`config.mk`:
```
export PLATFORM = sky130hd
export DESIGN_NAME = mult_fu_pipe
export DESIGN_NICKNAME = d
export VERILOG_FILES = /design/src/rtl/mult_fu_pipe_pkg.sv /design/src/rtl/mult_fu_pipe_stage.sv /design/src/rtl/mult_fu_pipe.sv
export SDC_FILE = /design/constraint.sdc
export NUM_CORES = 2
export LEC_CHECK = 0
export ABC_CLOCK_PERIOD_IN_PS = 23900
export CELL_PAD_IN_SITES_DETAIL_PLACEMENT = 0
export CELL_PAD_IN_SITES_GLOBAL_PLACEMENT = 1
export CORE_MARGIN = 2
export CORE_UTILIZATION = 54
export CTS_CLUSTER_SIZE = 40
export DETAILED_ROUTE_END_ITERATION = 6
export PLACE_DENSITY_LB_ADDON = 0.1
export SYNTH_ARGS = -nofsm -noshare
export SYNTH_HDL_FRONTEND = slang
export SYNTH_SLANG_ARGS = --single-unit
```
`constraint.sdc`:
```
create_clock -name clock -period 23.9 [get_ports clock]
set_input_delay 4.78 -clock clock [delete_from_list [all_inputs] [get_ports clock]]
set_output_delay 4.78 -clock clock [all_outputs]
set_load 0.01 [all_outputs]
```
`src/rtl/mult_fu_pipe_pkg.sv`:
```
// Shared types for the pipelined multiply functional unit.
package sys_defs;

    localparam int XLEN          = 32;
    localparam int ROB_CNT_WIDTH = 5;
    localparam int PRN_WIDTH     = 6;
    localparam int MULT_STAGES   = 4;

    typedef logic [ROB_CNT_WIDTH-1:0] ROBN;
    typedef logic [PRN_WIDTH-1:0]     PRN;
    typedef logic [XLEN-1:0]          DATA;

    typedef enum logic [1:0] {
        MUL    = 2'd0,
        MULH   = 2'd1,
        MULHSU = 2'd2,
        MULHU  = 2'd3
    } MULT_FUNC;

    // Result handed to the CDB arbiter.
    typedef struct packed {
        ROBN robn;
        PRN  dest_prn;
        DATA result;
    } FU_MULT_PACKET;

    // Contents of one pipeline stage. mcand is pre-shifted into position for
    // the slice the next stage consumes; mplier holds the not-yet-consumed
    // low multiplier bits (shifted down), msign is bit 32 of the extended rs2.
    typedef struct packed {
        logic        valid;
        MULT_FUNC    func;
        ROBN         robn;
        PRN          dest_prn;
        logic [65:0] mcand;
        logic [31:0] mplier;
        logic        msign;
        logic [65:0] psum;
    } MULT_STAGE_PACKET;

endpackage

```
`src/rtl/mult_fu_pipe_stage.sv`:
```
// One elastic multiply stage: accumulates W multiplier bits into the partial
// sum and registers the result when the downstream stage can take it.
module mult_stage
    import sys_defs::*;
#(
    parameter int W    = 8,
    parameter bit LAST = 1'b0
) (
    input  logic             clock,
    input  logic             reset,
    input  logic             flush,
    input  logic             load,
    input  MULT_STAGE_PACKET in_pkt,
    output MULT_STAGE_PACKET out_q
);

    MULT_STAGE_PACKET out_d;
    logic [65:0]      pp;
    logic [65:0]      mcand_nx;

    // Partial product for this slice; the last stage also applies the
    // multiplier sign bit as a -mcand*2^32 correction.
    always_comb begin
        out_d      = in_pkt;
        pp         = in_pkt.mcand * 66'(in_pkt.mplier[W-1:0]);
        mcand_nx   = in_pkt.mcand << W;
        out_d.psum = in_pkt.psum + pp;
        if (LAST && in_pkt.msign)
            out_d.psum = out_d.psum - mcand_nx;
        out_d.mcand  = mcand_nx;
        out_d.mplier = in_pkt.mplier >> W;
    end

    // Squash kills the valid bit; otherwise load when allowed, else hold.
    always_ff @(posedge clock or posedge reset) begin
        if (reset)
            out_q <= '0;
        else if (flush)
            out_q.valid <= 1'b0;
        else if (load)
            out_q <= out_d;
    end

endmodule

```
`src/rtl/mult_fu_pipe.sv`:
```
// Pipelined RV32M multiply unit with elastic, bubble-collapsing stages that
// holds its result at the output until the CDB accepts it.
module mult_fu_pipe
    import sys_defs::*;
#(
    parameter int NUM_STAGES = MULT_STAGES,
    parameter int XLEN       = sys_defs::XLEN
) (
    input  logic                     clock,
    input  logic                     reset,
    input  logic                     issue_valid,
    input  logic [XLEN-1:0]          issue_rs1,
    input  logic [XLEN-1:0]          issue_rs2,
    input  MULT_FUNC                 issue_func,
    input  logic [ROB_CNT_WIDTH-1:0] issue_robn,
    input  logic [PRN_WIDTH-1:0]     issue_dest_prn,
    output logic                     issue_ready,
    input  logic                     squash,
    input  logic                     mult_avail,
    output logic                     mult_prepared,
    output FU_MULT_PACKET            mult_packet
);

    localparam int W = 32 / NUM_STAGES;

    MULT_STAGE_PACKET        issue_pkt;
    MULT_STAGE_PACKET        st_in [NUM_STAGES];
    MULT_STAGE_PACKET        st_q  [NUM_STAGES];
    logic [NUM_STAGES-1:0]   vld;
    logic [NUM_STAGES:0]     stage_ready;
    logic [32:0]             a33;
    logic [32:0]             b33;

    // Operand extension: rs1 is unsigned only for MULHU, rs2 is signed only
    // for MUL and MULH.
    always_comb begin
        a33 = (issue_func == MULHU) ? {1'b0, issue_rs1} : {issue_rs1[31], issue_rs1};
        b33 = (issue_func == MUL || issue_func == MULH) ? {issue_rs2[31], issue_rs2}
                                                        : {1'b0, issue_rs2};
        issue_pkt          = '0;
        issue_pkt.valid    = issue_valid;
        issue_pkt.func     = issue_func;
        issue_pkt.robn     = issue_robn;
        issue_pkt.dest_prn = issue_dest_prn;
        issue_pkt.mcand    = {{33{a33[32]}}, a33};
        issue_pkt.mplier   = b33[31:0];
        issue_pkt.msign    = b33[32];
    end

    // Backward ready chain: a stage can load if it is empty or its
    // successor is moving, so bubbles never block issue.
    always_comb begin
        stage_ready             = '0;
        stage_ready[NUM_STAGES] = mult_avail;
        for (int k = NUM_STAGES - 1; k >= 0; k--)
            stage_ready[k] = ~vld[k] | stage_ready[k+1];
    end

    generate
        for (genvar k = 0; k < NUM_STAGES; k++) begin : g_stage
            if (k == 0) begin : g_first
                assign st_in[k] = issue_pkt;
            end else begin : g_mid
                assign st_in[k] = st_q[k-1];
            end
            assign vld[k] = st_q[k].valid;

            mult_stage #(
                .W    (W),
                .LAST (k == NUM_STAGES - 1)
            ) u_stage (
                .clock  (clock),
                .reset  (reset),
                .flush  (squash),
                .load   (stage_ready[k]),
                .in_pkt (st_in[k]),
                .out_q  (st_q[k])
            );
        end
    endgenerate

    assign issue_ready   = stage_ready[0];
    assign mult_prepared = vld[NUM_STAGES-1];

    // Output packet from the last stage, forced to zero when it is empty.
    always_comb begin
        mult_packet = '0;
        if (vld[NUM_STAGES-1]) begin
            mult_packet.robn     = st_q[NUM_STAGES-1].robn;
            mult_packet.dest_prn = st_q[NUM_STAGES-1].dest_prn;
            mult_packet.result   = (st_q[NUM_STAGES-1].func == MUL)
                                   ? st_q[NUM_STAGES-1].psum[31:0]
                                   : st_q[NUM_STAGES-1].psum[63:32];
        end
    end

endmodule
```
After elaboration in Yosys (flattened, before gate mapping)

Index checks and enable logic that the tools add are counted.

Input port bits: 82
Register bits after elaboration: 504

Muxes and demuxes: 13
Reductions and logical operators: 11
Bitwise logic cells: 9
$mul: 4
Equality and inequality tests: 2
$add $sub $neg: 4

Operators by type and width:

| cell                                           | number |
|---|---|
| two-way mux 179 bit                            | 4 |
| adder 66 bit                                   | 3 |
| two-way mux 33 bit                             | 2 |
| two-way mux 66 bit                             | 1 |
| subtractor 66 bit                              | 1 |
| multiplier 58 x 8 -> 58 bit                    | 1 |
| multiplier 50 x 8 -> 50 bit                    | 1 |
| two-way mux 43 bit                             | 1 |
| multiplier 33 x 9 -> 42 bit                    | 1 |
| multiplier 42 x 8 -> 42 bit                    | 1 |
| two-way mux 32 bit                             | 1 |
| AND reduction 2 bit                            | 4 |
| nonzero test 2 bit                             | 4 |
| inverter 1 bit                                 | 5 |
| zero test 2 bit                                | 2 |
| two-way mux 1 bit                              | 4 |
| OR 1 bit                                       | 4 |
| == test 2 x 1 -> 1 bit (second input constant) | 1 |
| == test 2 bit (second input constant)          | 1 |
| logical OR 1 bit                               | 1 |

Logic depth before layout (Yosys ltp)

Depth after elaboration: 7
Depth in mapped cells: 46
Gate-level depth less buffers: 44

Modules after synthesis

A second synthesis with hierarchy kept.

Cells, all modules: 11,350
Area, all modules: 97,310.8 um^2

By module, submodules not included:

| module                          | area an instance (um^2) | sequential area each (um^2) | cells each | instances |
|---|---|---|---|---|
| mult_stage (g_stage[3].u_stage) | 27,003.4                | 4,078.9                     | 3,265      | 1 |
| mult_stage (g_stage[1].u_stage) | 23,366.2                | 4,078.9                     | 2,667      | 1 |
| mult_stage (g_stage[2].u_stage) | 23,123.4                | 4,078.9                     | 2,655      | 1 |
| mult_stage (g_stage[0].u_stage) | 23,065.9                | 4,078.9                     | 2,628      | 1 |
| mult_fu_pipe                    | 752.0                   | 0.0                         | 135        | 1 |

Least setup slack after synthesis

Ideal clock, no wire load.

Kind: in2out
Start point: in mult_avail
End point: out issue_ready
Slack: 13.600 ns
Data required time: 19.120 ns
Arrival time: 5.520 ns
Stages: 5
Buffers on the path: 2
Path through: nor2b_1 > clkbuf_1 > and3_1 > clkbuf_1 > nand2_1

Longest elaborated chain between the ends: 4

Ends and longest elaborated chain:

| element               | line               | source |
|---|---|---|
| start: declaration    | mult_fu_pipe.sv:19 | `input logic mult_avail,` |
| OR 1 bit (4 in a row) | mult_fu_pipe.sv:56 | `stage_ready[k] = ~vld[k] \| stage_ready[k+1];` |
| end: declaration      | mult_fu_pipe.sv:17 | `output logic issue_ready,` |

Every way passes these cells.

Worst setup path after layout

Same ends and word-level chain as after synthesis.

==> summary.md <==
| Metric | Value |
|---|---|
| Arr. time, crit path | `6.89 ns` |
| Total wire length | `151 mm` |
| Num rows | `approximately 120` |
| CTS tree | `done` |
| Synth Register Bits | `440` |
| Syn-to-layout area delta | `7.04%` |
| Sequential-to-total area share from yosys stat | `0.187` |
| Async SR Flop Fraction | `1.00` |
| Setup Fix Bufs, Post-CTS | `0` |
| Cts hold-fix bufs | `0` |
| CTS Sinks | `440` |
| Num CTS Buffers | `55` |
| Core ar. | `around 110000 µm²` |
| Vias in the first global route | `46159` |
| Iteration-0 DRC Markers | `2645` |
| Kind of critical path | `input pin to output port` |
| Io pins | `127` |
| Slew margin rel. | `0.156` |
| Final Critical Period | `11.67 ns` |
| Die Y | `approximately 330 µm` |
| Fmax | `about 86 MHz` |
| Met2 WL | `70.2 mm` |
| Yosys Warn Count | `0` |
| Syn Nets | `8213` |
| # nets final | `8131` |
| Drt pass-1 iters | `5` |
| GRT Resource Usage Total | `0.278` |
| Clock transition at path regs | `~0.060 ns` |
| Input/output buffers | `126` |
| Number of fill cells in the layout | `10038` |
| GRT Residual Overflow | `0` |
| Unrepaired setup endpoints after global routing | `false` |
| Crit Path Max Fanout | `7` |
| GPL Wtd Cong | `0.896` |
| Global-route wire length before repair | `249 mm` |
| Uppermost layer routed | `met4` |
| Max reg flops | `440` |
| Hold depth | `2` |
| Post-CTS Resized | `0` |
| Final Cycle Share | `0.488` |
| Clock tree buffer depth | `3` |
| Final HPWL DP | `120 mm` |
| Worst setup EP type | `output port` |
| Worst R2R Path Depth | `39` |
| Worst-margin pin slew | `1.27 ns` |
| Syn Inst Count | `roughly 6900` |
| Syn Std Cell Area | `between 50000 and 60000 µm²` |
| Reg area | `11000 µm²` |
| Netlist cell types | `78` |
| Biggest regs | `g_stage.u_stage.out_q (440)` |
| Design area | `between 60000 and 70000 µm²` |
| Antenna-violating nets left | `0` |
| Post-DP Area | `61200 µm²` |
| Met1 WL | `69.1 mm` |
| Die ar. | `112000 µm²` |
| Via density | `5.49` |
| Initial antenna violation count | `1` |
| Startpoint types | `input pin` |
| Type of the tightest min-delay check | `flop to flop` |
| Post-synth top area share | `0.282` |
| Most common flop cell mapped by yosys | `dfrtp_1` |
| Via count | `45358` |
| Max_cap viols | `0` |
| DR WL/cell | `18.3 µm` |
| Final Hold Fails | `0` |
| Clock Latency Late Sink | `0.69 ns` |
| Final-report setup violation count | `0` |
| Syn Area/Cell | `8.56 µm²` |
| Multi-input logic area | `43800 µm²` |
| Remaining DRCs | `0` |
| Largest net degree at the start of global routing | `~140` |
| Post-synth EDFFs | `0` |
| Die Width | `334 µm` |
| Largest Register | `g_stage.u_stage.out_q` |
| Yosys top cell by area | `fa_1` |
| CTS root buf | `clkbuf_16` |
| Status | `complete, no violations` |
| Critical path required time | `19.12 ns` |
| Final setup TNS | `0 ns` |
| Max Slew Vio Count | `0` |
| Clk_skew | `0.0726 ns` |
| Initial Utilization | `0.543` |
| Share of cells above drive strength 1 | `0.0247` |
| H-tree Lvls | `2` |
| Routed wl met3 | `6.95 mm` |
| Area contributors post-synth | `fa_1, dfrtp_1, nand2_1` |
critical path, cell delays in order:
cell             delay [ns]
clkdlybuf4s50_1        0.40
nor2b_1                0.56
and3_1                 0.47
nand2_1                0.17
clkdlybuf4s50_1        0.51
final timing paths:
kind	end	slack, ns	start
setup / recovery	issue_ready	12.23	mult_avail
hold reg to reg	g_stage[3].u_stage.out_q[2]$_DFFE_PP0P_	0.46	g_stage[2].u_stage.out_q[2]$_DFFE_PP0P_
hold / removal	g_stage[3].u_stage.out_q[2]$_DFFE_PP0P_	0.46	g_stage[2].u_stage.out_q[2]$_DFFE_PP0P_
max in group asynchronous	g_stage[0].u_stage.out_q[79]$_DFFE_PP0P_	17.19	reset
setup reg to reg	g_stage[3].u_stage.out_q[63]$_DFFE_PP0P_	13.53	g_stage[2].u_stage.out_q[72]$_DFFE_PP0P_
min in group asynchronous	g_stage[3].u_stage.out_q[175]$_DFFE_PP0P_	4.63	reset
per-layer routing:
layer / track usage / vias up
met5: 0 / -
met4: 0.0853 / 0
met3: 0.0305 / 187
met2: 0.457 / 883
met1: 0.389 / 22654
li1: - / 21634
layout make-up:
cell class	count	share of cell area
antenna	1	0.0000396
clock buffer	73	0.0248
clock inverter	23	0.00482
inverter	824	0.0491
multi-input combinational	5314	0.693
sequential	440	0.174
tap	1414	0.0280
timing repair buffer	170	0.0254
synthesized netlist by cell type (37+ instances only):
master    number
a21boi_0      38
a21o_1       160
a21oi_1      278
and2_1       591
clkbuf_1     297
dfrtp_1      440
fa_1         831
ha_1         413
inv_1        824
nand2_1     1593
nand2b_1      47
nand3_1       50
nor2_1       161
nor2b_1       42
nor3_1        37
o21a_1        38
o21ai_0      341
o21bai_1      60
xnor2_1      193
xor2_1       112
cells in the final DEF, fill, tap and decap left out, drive strengths merged, types with 38 or more instances in the layout:
| cell type | synthesis | final |
|---|---|---|
| nand2 | 1593 | 1593 |
| fa | 831 | 831 |
| inv | 824 | 827 |
| and2 | 591 | 591 |
| dfrtp | 440 | 440 |
| ha | 413 | 413 |
| o21ai | 347 | 347 |
| a21oi | 279 | 279 |
| xnor2 | 193 | 193 |
| nor2 | 161 | 161 |
| a21o | 160 | 160 |
| clkdlybuf4s50 | 0 | 126 |
| xor2 | 112 | 112 |
| clkbuf | 297 | 73 |
| o21bai | 60 | 60 |
| nand3 | 50 | 50 |
| nand2b | 47 | 47 |
| buf | 12 | 44 |
| nor2b | 42 | 42 |
| a21boi | 39 | 39 |
| o21a | 38 | 38 |
logic make-up after synthesis:
logic type / synth area share
AOI/OAI and AO/OA: 0.119
buffers and inverters: 0.0722
and+or+nand+nor: 0.203
adders and majority gates: 0.370
xor gates and xnor gates: 0.0457
muxes: 0.00378
DFF: 0.187
per-stage QoR:
stage / utilization / setup slack, ns / hold slack (ns) / instances
floorplan: - / 6.86 / 0.437 / 6887
global placement: 0.564 / 12.28 / 0.448 / 8162
detailed placement: 0.564 / 12.21 / 0.448 / 8162
CTS: 0.581 / 12.22 / 0.457 / 8258
global route: 0.581 / 12.12 / 0.468 / 8258
finish: 0.581 / 12.23 / 0.456 / 8259
Power is left out: the tool's default activity adds up to more than one toggle a clock period on the data nets, which glitch-free logic cannot reach.
